<file path="src/rtl/calc_pkg.sv">
`default_nettype none
// ============================================================================
// Module      : calc_pkg
// Description : Shared definitions for the calculator arbiter slice:
//               3-bit calculator opcodes and the 2-bit arbiter FSM encoding.
// Revision    : 1.0 - initial release
// ============================================================================
package calc_pkg;

    // Calculator opcodes
    localparam logic [2:0] OP_ADD = 3'b000;
    localparam logic [2:0] OP_SUB = 3'b001;
    localparam logic [2:0] OP_MUL = 3'b010;
    localparam logic [2:0] OP_AND = 3'b011;
    localparam logic [2:0] OP_OR  = 3'b100;
    localparam logic [2:0] OP_XOR = 3'b101;
    localparam logic [2:0] OP_SHL = 3'b110;
    localparam logic [2:0] OP_SHR = 3'b111;

    // Arbiter FSM state encoding
    localparam logic [1:0] ST_IDLE = 2'd0;
    localparam logic [1:0] ST_EXEC = 2'd1;
    localparam logic [1:0] ST_DONE = 2'd2;

endpackage : calc_pkg
`default_nettype wire

</file>
<file path="src/rtl/calc_alu.sv">
`default_nettype none
// ============================================================================
// Module      : calc_alu
// Description : Purely combinational 4-bit calculator datapath, 8-bit result.
// Ports       : a   [3:0] in  - operand a (unsigned)
//               b   [3:0] in  - operand b (unsigned)
//               op  [2:0] in  - opcode (calc_pkg::OP_*)
//               res [7:0] out - result
// Revision    : 1.0 - initial release
// ============================================================================
module calc_alu
    import calc_pkg::*;
(
    input  logic [3:0] a,
    input  logic [3:0] b,
    input  logic [2:0] op,
    output logic [7:0] res
);

    logic [7:0] w_a_ext;
    logic [7:0] w_b_ext;

    assign w_a_ext = {4'b0000, a};
    assign w_b_ext = {4'b0000, b};

    always_comb begin
        res = 8'h00;
        case (op)
            OP_ADD:  res = w_a_ext + w_b_ext;
            // 8-bit subtraction of zero-extended operands yields the
            // sign-extended two's complement difference directly.
            OP_SUB:  res = w_a_ext - w_b_ext;
            OP_MUL:  res = w_a_ext * w_b_ext;
            OP_AND:  res = w_a_ext & w_b_ext;
            OP_OR:   res = w_a_ext | w_b_ext;
            OP_XOR:  res = w_a_ext ^ w_b_ext;
            OP_SHL:  res = w_a_ext << b[1:0];
            OP_SHR:  res = w_a_ext >> b[1:0];
            default: res = 8'h00;
        endcase
    end

endmodule : calc_alu
`default_nettype wire

</file>
<file path="src/rtl/calc_arbiter.sv">
`default_nettype none
// ============================================================================
// Module      : calc_arbiter
// Description : Shares one calc_alu between two requesters. Round-robin
//               arbitration accepts one operation at a time (valid/ready),
//               holds the latched operands for a per-opcode latency and
//               returns the 8-bit result tagged with the requester id.
// Ports       : clk, rst (async, active-high)
//               req_valid[1:0] in, req_ready[1:0] out (combinational, one-hot/0)
//               req0_a/b, req1_a/b [3:0] in; req0_op/req1_op [2:0] in
//               resp_valid out, resp_ready in, resp_data[7:0] out, resp_id out
//               busy out (FSM not idle)
//               gnt_cnt0/gnt_cnt1 [CNT_W-1:0] out (CALC_ARB_STATS_EN only)
// Config      : define CALC_ARB_STATS_EN to add per-requester grant counters.
// Revision    : 1.0 - initial release
// ============================================================================
module calc_arbiter
    import calc_pkg::*;
#(
    parameter int ALU_CYCLES = 1,
    parameter int MUL_CYCLES = 3
`ifdef CALC_ARB_STATS_EN
    ,
    parameter int CNT_W      = 16
`endif
) (
    input  logic       clk,
    input  logic       rst,
    input  logic [1:0] req_valid,
    output logic [1:0] req_ready,
    input  logic [3:0] req0_a,
    input  logic [3:0] req0_b,
    input  logic [2:0] req0_op,
    input  logic [3:0] req1_a,
    input  logic [3:0] req1_b,
    input  logic [2:0] req1_op,
    output logic       resp_valid,
    input  logic       resp_ready,
    output logic [7:0] resp_data,
    output logic       resp_id,
    output logic       busy
`ifdef CALC_ARB_STATS_EN
    ,
    output logic [CNT_W-1:0] gnt_cnt0,
    output logic [CNT_W-1:0] gnt_cnt1
`endif
);

    // Latency counter sized for the longest op; it holds (cycles - 1).
    localparam int c_MAX_CYCLES = (ALU_CYCLES > MUL_CYCLES) ? ALU_CYCLES : MUL_CYCLES;
    localparam int c_CNT_BITS   = (c_MAX_CYCLES > 1) ? $clog2(c_MAX_CYCLES) : 1;
    localparam logic [c_CNT_BITS-1:0] c_ALU_LOAD = c_CNT_BITS'(ALU_CYCLES - 1);
    localparam logic [c_CNT_BITS-1:0] c_MUL_LOAD = c_CNT_BITS'(MUL_CYCLES - 1);

    logic [1:0]            r_state;
    logic [1:0]            w_state_nxt;
    logic [c_CNT_BITS-1:0] r_cnt;
    logic [3:0]            r_a;
    logic [3:0]            r_b;
    logic [2:0]            r_op;
    logic                  r_id;
    logic                  r_last_gnt;
    logic                  r_resp_valid;
    logic [7:0]            r_resp_data;
    logic                  r_resp_id;

    logic                  w_accept;
    logic                  w_win_id;
    logic [1:0]            w_req_ready;
    logic [3:0]            w_a;
    logic [3:0]            w_b;
    logic [2:0]            w_op;
    logic                  w_exec_done;
    logic                  w_resp_fire;
    logic [7:0]            w_alu_res;

    // ------------------------------------------------------------------
    // Arbitration: only in IDLE. On a tie the requester that did not win
    // last time gets the grant.
    // ------------------------------------------------------------------
    always_comb begin
        w_accept    = 1'b0;
        w_win_id    = 1'b0;
        w_req_ready = 2'b00;
        if (r_state == ST_IDLE) begin
            if (req_valid == 2'b11) begin
                w_accept = 1'b1;
                w_win_id = ~r_last_gnt;
            end else if (req_valid[0]) begin
                w_accept = 1'b1;
                w_win_id = 1'b0;
            end else if (req_valid[1]) begin
                w_accept = 1'b1;
                w_win_id = 1'b1;
            end
            if (w_accept) begin
                w_req_ready[w_win_id] = 1'b1;
            end
        end
    end

    assign w_a  = w_win_id ? req1_a  : req0_a;
    assign w_b  = w_win_id ? req1_b  : req0_b;
    assign w_op = w_win_id ? req1_op : req0_op;

    assign w_exec_done = (r_state == ST_EXEC) && (r_cnt == '0);
    assign w_resp_fire = r_resp_valid && resp_ready;

    // ------------------------------------------------------------------
    // FSM next state
    // ------------------------------------------------------------------
    always_comb begin
        w_state_nxt = r_state;
        case (r_state)
            ST_IDLE: if (w_accept)    w_state_nxt = ST_EXEC;
            ST_EXEC: if (w_exec_done) w_state_nxt = ST_DONE;
            ST_DONE: if (w_resp_fire) w_state_nxt = ST_IDLE;
            default:                  w_state_nxt = ST_IDLE;
        endcase
    end

    always_ff @(posedge clk or posedge rst) begin
        if (rst) begin
            r_state <= ST_IDLE;
        end else begin
            r_state <= w_state_nxt;
        end
    end

    // ------------------------------------------------------------------
    // Operand latch, latency counter and response registers
    // ------------------------------------------------------------------
    always_ff @(posedge clk or posedge rst) begin
        if (rst) begin
            r_cnt        <= '0;
            r_a          <= 4'h0;
            r_b          <= 4'h0;
            r_op         <= OP_ADD;
            r_id         <= 1'b0;
            r_last_gnt   <= 1'b1;   // requester 0 wins the first tie
            r_resp_valid <= 1'b0;
            r_resp_data  <= 8'h00;
            r_resp_id    <= 1'b0;
        end else begin
            if (w_accept) begin
                r_a        <= w_a;
                r_b        <= w_b;
                r_op       <= w_op;
                r_id       <= w_win_id;
                r_last_gnt <= w_win_id;
                r_cnt      <= (w_op == OP_MUL) ? c_MUL_LOAD : c_ALU_LOAD;
            end else if (r_state == ST_EXEC && r_cnt != '0) begin
                r_cnt <= r_cnt - 1'b1;
            end

            if (w_exec_done) begin
                r_resp_valid <= 1'b1;
                r_resp_data  <= w_alu_res;
                r_resp_id    <= r_id;
            end else if (w_resp_fire) begin
                // Data and id are left as-is; only valid drops.
                r_resp_valid <= 1'b0;
            end
        end
    end

    calc_alu u_calc_alu (
        .a   (r_a),
        .b   (r_b),
        .op  (r_op),
        .res (w_alu_res)
    );

    assign req_ready  = w_req_ready;
    assign resp_valid = r_resp_valid;
    assign resp_data  = r_resp_data;
    assign resp_id    = r_resp_id;
    assign busy       = (r_state != ST_IDLE);

`ifdef CALC_ARB_STATS_EN
    // ------------------------------------------------------------------
    // Grant statistics, wrap modulo 2^CNT_W
    // ------------------------------------------------------------------
    logic [CNT_W-1:0] r_gnt_cnt0;
    logic [CNT_W-1:0] r_gnt_cnt1;

    always_ff @(posedge clk or posedge rst) begin
        if (rst) begin
            r_gnt_cnt0 <= '0;
            r_gnt_cnt1 <= '0;
        end else if (w_accept) begin
            if (w_win_id) r_gnt_cnt1 <= r_gnt_cnt1 + 1'b1;
            else          r_gnt_cnt0 <= r_gnt_cnt0 + 1'b1;
        end
    end

    assign gnt_cnt0 = r_gnt_cnt0;
    assign gnt_cnt1 = r_gnt_cnt1;
`endif

endmodule : calc_arbiter
`default_nettype wire

</file>
<file path="config.mk">
export PLATFORM = sky130hd
export DESIGN_NAME = calc_arbiter
export DESIGN_NICKNAME = d
export VERILOG_FILES = /design/src/rtl/calc_pkg.sv /design/src/rtl/calc_alu.sv /design/src/rtl/calc_arbiter.sv
export SDC_FILE = /design/constraint.sdc
export NUM_CORES = 1
export LEC_CHECK = 0
export CORE_ASPECT_RATIO = 1.2
export CORE_MARGIN = 5
export CORE_UTILIZATION = 54
export DETAILED_ROUTE_END_ITERATION = 16
export PLACE_DENSITY = 0.91
export SLEW_MARGIN = 25
export SYNTH_ARGS = -nofsm -noshare
export SYNTH_HDL_FRONTEND = slang
export SYNTH_SLANG_ARGS = --single-unit
</file>
<file path="constraint.sdc">
create_clock -name clk -period 4.1 [get_ports clk]
set_input_delay 1.23 -clock clk [delete_from_list [all_inputs] [get_ports clk]]
set_output_delay 1.23 -clock clk [all_outputs]
set_load 0.01 [all_outputs]
</file>
# Yosys cells after proc, flatten, opt, wreduce, memory -nomap -nowiden
# Cells that the tools add are included.
op_classes:
  n_addsub: 3
  n_mul: 1
  order_cmp: 2
  eq_ne: 14
  shifts: 2
  muxes: 26
  bitwise: 4
  reduce_logical: 12
op_table:
  columns: ["op", "n"]
  rows:
  - ["8-bit case mux with 8 select lines", 1]
  - ["2-bit two-way mux", 8]
  - ["3-bit == test, second input constant", 4]
  - ["1-bit two-way mux", 12]
  - ["3-bit by 2-bit == test with 1-bit output, second input constant", 3]
  - ["4-bit by 4-bit multiplier with 8-bit output", 1]
  - ["4-bit two-way mux", 2]
  - ["2-bit nonzero test", 4]
  - ["4-bit by 2-bit << shifter with 8-bit output", 1]
  - ["4-bit by 2-bit >> shifter with 8-bit output", 1]
  - ["2-bit inequality test, second input constant", 3]
  - ["2-bit case mux with 3 select lines", 1]
  - ["4-bit by 4-bit adder with 5-bit output", 1]
  - ["4-bit by 4-bit subtractor with 5-bit output", 1]
  - ["4-bit bitwise AND", 1]
  - ["2-bit == test, second input constant", 2]
  - ["1-bit logical AND", 4]
  - ["2-bit logical NOT", 2]
  - ["4-bit bitwise OR", 1]
  - ["4-bit bitwise XOR", 1]
  - ["3-bit by 1-bit == test with 1-bit output, second input constant", 1]
  - ["3-bit logical NOT", 1]
  - ["3-bit two-way mux", 1]
  - ["3-bit AND reduction", 1]
  - ["6 further kinds", 6]
word_totals:
  register_bits: 27
  in_bits: 27
  out_inout_bits: 13
  word_cells: 74

# Depth between registers and ports, before layout
depth:
  depth_word: 10
  mapped_depth: 11

# Cells and area by module
# A second synthesis with hierarchy kept.
hier_totals:
  cells_unflattened: 291
  hier_area_um2: 2555.0
by_module_without_submodules:
  columns: ["mod", "instances", "cells_each", "area_per_inst_um2", "seq_area_each_um2"]
  rows:
  - ["calc_arbiter", 1, 127, 1336.3, 676.9]
  - ["calc_alu", 1, 164, 1218.7, 0.0]

# Worst setup path before layout
# Ideal clock, no wire load.
synth_path:
  path_kind: "input -> output"
  start: "input port req_valid[1]"
  end: "output port req_ready[0]"
  arrival_time_ns: 1.961
  path_slack_ns: 0.909
  cell_stages: 3
  path_buffers: 1
  path_cell_list: "a21bo_2 -> clkbuf_1 -> nor2b_1"
synth_via:
  elab_chain_len: 10
  word_cells_on_any_way: 15
  cone_classes: "order compare: 2; eq/ne: 1; mux: 11; reduce/logical: 1"
synth_rtl:
  columns: ["item", "line", "text"]
  rows:
  - ["start: declaration", "calc_arbiter.sv:29", "input logic [1:0] req_valid,"]
  - ["1-bit two-way mux", "calc_arbiter.sv:92", "end else if (req_valid[1]) begin"]
  - ["1-bit two-way mux", "calc_arbiter.sv:89", "end else if (req_valid[0]) begin"]
  - ["1-bit two-way mux", "calc_arbiter.sv:86", "if (req_valid == 2'b11) begin"]
  - ["1-bit two-way mux", "calc_arbiter.sv:85", "if (r_state == ST_IDLE) begin"]
  - ["1-bit by 2-bit < comparator with 1-bit output (implied by the code) / 1-bit >= comparator (equally long branches)", "calc_arbiter.sv:97", "w_req_ready[w_win_id] = 1'b1;"]
  - ["1-bit logical AND (implied by the code)", "calc_arbiter.sv:97", null]
  - ["1-bit two-way mux (implied by the code)", "calc_arbiter.sv:97", null]
  - ["1-bit demux with 1-bit select", "calc_arbiter.sv:97", null]
  - ["2-bit two-way mux (*)", "calc_arbiter.sv:96", "if (w_accept) begin"]
  - ["2-bit two-way mux (*)", "calc_arbiter.sv:85", null]
  - ["end: declaration", "calc_arbiter.sv:30", "output logic [1:0] req_ready,"]
# Every way passes the cells marked *; elsewhere a longest branch is shown, timed or not. The select of a mux whose other input is x is not followed.

# Worst setup path after layout
layout_path:
  start: "input port req_valid[0]"
  end: "output port req_ready[0]"
layout_via:
  elab_chain_len: 9
  word_cells_on_any_way: 14
  cone_classes: "order compare: 2; eq/ne: 1; mux: 10; reduce/logical: 1"
layout_rtl:
  columns: ["item", "line"]
  rows:
  - ["2-bit == test / 1-bit two-way mux (equally long branches)", "calc_arbiter.sv:86, calc_arbiter.sv:89"]
  - ["1-bit two-way mux", "calc_arbiter.sv:86"]
  - ["1-bit two-way mux", "calc_arbiter.sv:85"]
  - ["1-bit by 2-bit < comparator with 1-bit output (implied by the code) / 1-bit >= comparator (equally long branches)", "calc_arbiter.sv:97"]
  - ["1-bit logical AND (implied by the code)", "calc_arbiter.sv:97"]
  - ["1-bit two-way mux (implied by the code)", "calc_arbiter.sv:97"]
  - ["1-bit demux with 1-bit select", "calc_arbiter.sv:97"]
  - ["2-bit two-way mux (*)", "calc_arbiter.sv:96"]
  - ["2-bit two-way mux (*)", "calc_arbiter.sv:85"]
# Marks and branches as above.

==> run_results.csv <==
group,metric,value,unit
finish,area_growth,19.5,%
clocking,cts_setup_buffers,0,
flow_run,max_cap_viol_count,0,
pwr,pwr-share-clk,0.071,
sta,fmax,258,MHz
floorplan,die_y,82.6,µm
floorplan,start_util,0.557,
floorplan,die_w,70.5,µm
finish,drive_above_1_share,0.0579,
pwr,powerDensity,769,mW/mm²
finish,fillCellCount,343,
synth,ys_ff_latch,27,
clocking,clock_sink_count,27,
grt,grt.overflow.total,0,
grt,grt_pass1_vias,2174,
routing,detail_route.first_pass.iterations,4,
pwr,switching_power,1070,µW
setup_path,critPathKind,"in2out",
pwr,peakVddDrop,0.000397,V
sta,hold_viol,0,
setup_path,crit_fanout,4,
sta,period_share,0.947,
pwr,combPwrFrac,0.647,
routing,drtIter0Drc,141,
sta,fin_crit,3880,ps
finish,multi_input_area,0.00155,mm²
routing,vias_per_cell,5.85,
synth,syn_avg_cell_area,8.56,µm²
clocking,htreeDepth,1,
clocking,clk_pin_slew,100,ps
synth,synth_edf_count,0,
placed_design,place_congestion,0.940,
placed_design,portBuffers,39,
pwr,power_frac_seq,0.282,
sta,rsz0062_at_grt,"no",
setup_path,endpoint_kind,"output port",
placed_design,dpl.hpwl,4.57,mm
pwr,cellLeakagePower,0.00128,µW
sta,clock_skew,12.0,ps
clocking,postCtsHoldBufs,0,
sta,finalSetupViolations,0,
floorplan,coreArea,0.00426,mm²
synth,dominantRegCellSynth,"dfrtp_1",
clocking,clockBufferDepth,2,
routing,wl_per_cell,15.9,µm
sta,slew_headroom,0.478,
finish,diodes,0,
synth,synth_top_area_cell,"dfrtp_1",
routing,ant_nets,0,
finish,seqCellArea,677,µm²
floorplan,row_count,26,
finish,final_core_util,0.665,
synth,ys_types,56,
synth,yosys_warnings,0,
sta,slew_viol_final,0,
finish,final_net_count,371,
clocking,cts_made_buffers,3,
pwr,internal_power,1110,µW
routing,drc,0,
grt,grt_use_total,0.211,
clocking,clk_latency,280,ps
routing,via_count,2148,
synth,synthesis.instances,277,
grt,grt_pass1_wl,9.73,mm
synth,synth_nets,336,
sta,setup_tns,0,ps
setup_path,arrival,2650,ps
synth,ys_seq_area_frac,0.285,
synth,ys_top_cells_by_area,"dfrtp_1, ha_1, nand2_1, fa_1, o21ai_0",
synth,synth_top_area_frac,0.274,
run_status,status,"completed",
clocking,cts_tree,"done",
min_path,hold_class,"reg2reg",
clocking,cts_resized,0,
setup_path,start_kind,"input port",
routing,routed_wl,5.82,mm
synth,async_flop_share,1.00,
pwr,switching_share,0.489,
clocking,cts_root_buffer,"clkbuf_8",
grt,antenna_found_initial,0,
floorplan,ios,40,
floorplan,fp.dieArea,0.00582,mm²
grt,grt_max_degree,28,
setup_path,crit_required,2870,ps
sta,worst_pin_slew,783,ps
synth,netlist_area,0.00237,mm²
[cells in the final DEF (no fill, tap or decap), types with 3 or more instances in the layout]
master and n:
o21ai_1 4, nor3_1 4, o22ai_1 10, mux2i_1 4, ha_1 26, a21oi_1 14
clkbuf_8 3, nand2_1 34, xnor2_1 6, nand3b_1 3, o21ai_0 21, nand2b_1 4
fa_1 6, dfrtp_1 26, a211oi_1 7, nor2b_1 7, a21o_1 7, clkdlybuf4s50_1 39
nand3_1 4, nor3b_1 3, nor2_1 20, buf_4 3, inv_1 19
[layout make-up]
class / count / share of cell area
Multi-Input combinational cell: 217 / 0.546
Sequential cell: 27 / 0.239
Timing Repair Buffer: 42 / 0.146
Inverter: 21 / 0.0278
Tap cell: 56 / 0.0247
Clock buffer: 3 / 0.0146
Clock inverter: 1 / 0.00265
[state kept, by name (all words and copies together) (netlist names), 2 cells and up]
signal and count:
r_b 4, r_op 3, r_a 4, resp_data 8, r_state 2, r_cnt 2
[through the flow]
stage	hold slack (ps)	power (µW)	worst slack, ps	area (µm²)	std cells
2_1_floorplan	439	1600	909	2370	277
3_3_place_gp	463	1950	262	2790	363
3_5_place_dp	471	2000	204	2790	363
4_1_cts	493	2180	186	2830	367
5_1_grt	522	2400	153	2830	367
6_report	489	2180	219	2830	367
[worst max-delay path, cell delays in order]
cell and delay (ps):
clkdlybuf4s50_1 520, a21bo_2 200, nor2b_1 160, clkdlybuf4s50_1 550
[per-layer routing]
layer / up-vias / track usage / wire, µm
met5: - / 0 / 0
met4: 0 / 0.121 / 226
met3: 19 / 0.0351 / 296
met2: 75 / 0.375 / 2950
met1: 1004 / 0.242 / 2350
li1: 1050 / - / -
[power groups by stage]
stage	logic [µW]	clock network, µW	registers [µW]
2_1_floorplan	1080	0	513
4_1_cts	1410	156	608
3_3_place_gp	1350	0	601
5_1_grt	1590	169	640
3_5_place_dp	1390	0	612
6_report	1410	155	615
[cells in the mapped netlist (2+ instances only)]
| master | count |
|---|---|
| nor3b_1 | 3 |
| nand3b_1 | 3 |
| dfrtp_1 | 26 |
| buf_2 | 2 |
| nand2_1 | 34 |
| o21ai_1 | 4 |
| a22oi_1 | 2 |
| nor2b_1 | 7 |
| clkbuf_1 | 6 |
| o22ai_1 | 10 |
| and2_1 | 2 |
| a21oi_1 | 14 |
| ha_1 | 26 |
| nand3_1 | 4 |
| inv_1 | 20 |
| nor3_1 | 4 |
| nor2_1 | 20 |
| buf_4 | 2 |
| buf_6 | 2 |
| fa_1 | 6 |
| o21ai_0 | 21 |
| a211oi_1 | 7 |
| a221oi_1 | 2 |
| a21o_1 | 7 |
| xnor2_1 | 6 |
| nand2b_1 | 4 |
| mux2i_1 | 4 |
[cell families after synthesis]
kind of cell	after synthesis	synth area share
multiplexers	4	0.0169
buffers and inverters	33	0.0628
AND/OR/NAND/NOR	91	0.193
XOR/XNOR	7	0.0258
adder cells (fa/ha/maj)	32	0.188
AO/OA/AOI/OAI	83	0.229
flip-flops	27	0.285
[worst paths after layout]
path                                 to  depth (start not counted)  slack (ps)         start
setup / recovery           req_ready[0]                          4         220  req_valid[0]
hold / removal             resp_data[0]                          2         490  resp_data[0]
setup reg to reg           resp_data[6]                         10         820        r_a[1]
hold reg to reg            resp_data[0]                          2         490  resp_data[0]
max in group asynchronous        r_a[2]                          2        2440           rst
min in group asynchronous  resp_data[3]                          2        1290           rst
No activity file was read; power rests on OpenSTA's default activity.
==> RTL change 1: new RTL, same settings <==
The parameter `MUL_CYCLES` goes from 3 to 2.
--- a/src/rtl/calc_arbiter.sv
+++ b/src/rtl/calc_arbiter.sv
@@ -19,5 +19,5 @@
 #(
     parameter int ALU_CYCLES = 1,
-    parameter int MUL_CYCLES = 3
+    parameter int MUL_CYCLES = 2
 `ifdef CALC_ARB_STATS_EN
     ,
Check against the original RTL: not equivalent (Yosys sat finds a counterexample within 4 cycles, from zero or initial values and one cycle with rst high).
==> RTL change 1 against the unedited design <==
Cell area shrank 1.7%; clock power grew 41%; first-iteration DRC count grew 21%; wire length shrank 4.3%; worst setup slack gained 0.11 ns; sequential cell count shrank 1; area after synthesis shrank 2.4%; via count shrank 3.6%; power grew 1.9%; highest routed layer unchanged.
==> RTL change 1: results <==
[place]
post-place-cells = 348
dp_hpwl_um = 4118
dpl_cell_area_um2 = 2715
place_congestion = 0.9625
pre_cts_slack_ns = 0.3519

[power]
p_leak_uw = 0.001303
peakVddDrop_v = 0.0004076

[detailed_routing]
vias = 2070
viasPerCell = 5.881
wirelength_um = 5569
drt_iter0_drc = 171

[cells_and_area]
drive_gt1_share_pct = 8.108
layout.nets = 355

[worst_setup_path]
timing.reg2reg.setup_slack_ns = 0.71
cp.arrival_ns = 2.54
worstReg2RegStart = r_b[1]
worstPathMaxFanout = 2
reg2regPathDepth = 9

[run_status]
status = finished, final reports clean

[timing]
max_slew_margin_pct = 52.81
worst_slack_ns = 0.3327

[yosys]
synthTopCellsByCount = nand2_1 (40), dfrtp_1 (25), ha_1 (25)
syn_nets = 321
synth_top_cells_by_area = dfrtp_1 (27%), ha_1 (14%), nand2_1 (6.5%)
syn-mean-instance-area_um2 = 8.806
ys_types = 57

[global_route]
grt_max_degree = 27
grtUsageTotal_pct = 20.72
==> RTL change 1: changes by cell type in the layout (fill, tap and decap cells not counted), sizes merged, moves of 4 or more <==
cell	unedited run	this run
nor2b	7	0
a211oi	8	3
mux2	0	4
nand2	34	40
xnor2	6	2
o21ai	25	21
==> RTL change 1: kinds of logic (layout without fill, tap and decap cells) <==
| family | after synthesis | in the layout | synth area share [%] |
|---|---|---|---|
| AO/OA/AOI/OAI | 73 | 73 | 20.85 |
| buffers and inverters | 37 | 70 | 7.725 |
| flip-flops | 26 | 26 | 28.15 |
| XOR/XNOR | 5 | 5 | 1.891 |
| multiplexers | 9 | 9 | 5.186 |
| adder cells (fa/ha/maj) | 31 | 31 | 18.69 |
| AND/OR/NAND/NOR | 82 | 82 | 17.50 |
==> RTL change 1: layer usage <==
metal	share of wire, %	wire (um)	track usage (%)	vias to the layer above
met5	0	0	0	-
met4	3.0	166	9.579	0
met3	7.6	423	2.693	18
met1	38	2142	24.19	972
met2	51	2838	38.00	89
li1	-	-	-	991
==> RTL change 1: area by class of cell <==
class,count,area [um^2]
repair buffers,42,412.9
clock buffers,3,41.29
flip-flops and latches,26,651.9
multi-input cells,200,1485
well taps,56,70.07
clock inverters,1,30.03
inverters,24,95.09
fillers,329,1410
==> RTL change 1: report_power, final <==
part	switching [uW]	internal, uW	leakage, uW
registers	219	375	0.000321
clock network	86.8	131	0.0000357
logic	754	656	0.000946
total	1060	1160	0.00130
==> RTL change 1: worst min path at each step <==
stage / from / to / slack [ns]
4_1_cts: r_id / resp_id / 0.48
6_report: r_id / resp_id / 0.48
3_5_place_dp: r_id / resp_id / 0.46
3_3_place_gp: r_id / resp_id / 0.45
2_1_floorplan: r_id / resp_id / 0.44
5_1_grt: resp_id / resp_id / 0.52
==> RTL change 2: new RTL, same settings <==
Without the edit above. Remove the case item `OP_MUL` of the case on `op`.
--- a/src/rtl/calc_alu.sv
+++ b/src/rtl/calc_alu.sv
@@ -31,5 +31,4 @@
             // sign-extended two's complement difference directly.
             OP_SUB:  res = w_a_ext - w_b_ext;
-            OP_MUL:  res = w_a_ext * w_b_ext;
             OP_AND:  res = w_a_ext & w_b_ext;
             OP_OR:   res = w_a_ext | w_b_ext;
Check against the original RTL: not equivalent (Yosys sat finds a counterexample within 10 cycles, from zero or initial values and one cycle with rst high).
==> RTL change 2 against the unedited design <==
Utilization rose by 3.6 points; wire length down 21%; power fell by 15%; sequential cell count unchanged; cell area is 16% lower; sequential power is 1% lower; die area down 16%; clock power shrank 4%; global-route usage decreased by 0.54 points; critical path type unchanged; sequential share of layout area up 4.6 points; area after synthesis down 19%; worst setup slack worse by 0.10 ns; first-iteration DRC count shrank 16%.
==> RTL change 2: results <==
[worst_setup_path]
startpoint = req_valid[1]
crit_path_end = req_ready[1]
r2r_end = resp_data[4]
worstReg2RegStart = r_b[1]
timing.reg2reg.setup_slack_ns = 1.41

[global_route]
use_met3_pct = 2.950
grt_util_met1_pct = 23.96
use_met2_pct = 37.50
grt_pass1_wl_um = 7803
grt_pass1_vias = 1729

[worst_hold_path]
hold_path_startpoint = resp_data[2]
holdPathEnd = resp_data[2]

[yosys]
synth_xor_area_share_pct = 2.273
synth_top_cells_by_area = dfrtp_1 (34%), ha_1 (9.1%), mux2i_1 (5.2%)
yosys.area_share.adder_pct = 11.17
synth-seq-area-share_pct = 35.13
syn_nets = 263
synth_compound_area_share_pct = 22.34
synthTopCellsByCount = dfrtp_1 (26), nor2_1 (21), nand2_1 (20)
ys_types = 44

[detailed_routing]
drt_iter0_drc = 118
wl_met2_um = 2474
routedLengthMet1_um = 1787
wl_met3_um = 228

[cells_and_area]
nClkBuffers = 4
nNonClkInverters = 17
layout.nets = 299
comb.multi_input.count = 165
drive_gt1_share_pct = 5.490
clk_share_pct = 1.893

[power]
clockPowerShare_pct = 8.0
peakVddDrop_v = 0.0005827
switching_power_uw = 856.2

[run_status]
status = finished, final reports clean

[timing]
max_slew_margin_pct = 49.60
fin_skew_ns = 0.002613
fin_crit_sh_pct = 97.15

[place]
dp_hpwl_um = 3442
place_congestion = 0.9435
==> RTL change 2: kinds of logic (layout without fill, tap and decap cells) <==
logic type | Yosys count | in the layout
fa+ha+maj | 16 | 16
compound gates | 65 | 65
xor+xnor | 5 | 5
buf+inv | 28 | 63
simple gates | 67 | 67
mux | 12 | 12
flops | 27 | 27
==> RTL change 2: tightest hold or removal path: cells and delay by family, from the launching register on <==
family / cells / cell delay (ns)
compound gates: 1 / 0.06
flops: 1 / 0.35
simple gates: 1 / 0.05
==> RTL change 2: through the flow <==
| stage | cell area (um^2) | hold WS (ns) | cells | setup slack, ns |
|---|---|---|---|---|
| 2_1_floorplan | 1927 | 0.4455 | 220 | 0.8760 |
| 3_3_place_gp | 2335 | 0.4679 | 288 | 0.1325 |
| 3_5_place_dp | 2335 | 0.4742 | 288 | 0.1154 |
| 4_1_cts | 2380 | 0.4958 | 292 | 0.1147 |
| 5_1_grt | 2380 | 0.5323 | 292 | 0.04861 |
| 6_report | 2380 | 0.4926 | 292 | 0.1170 |
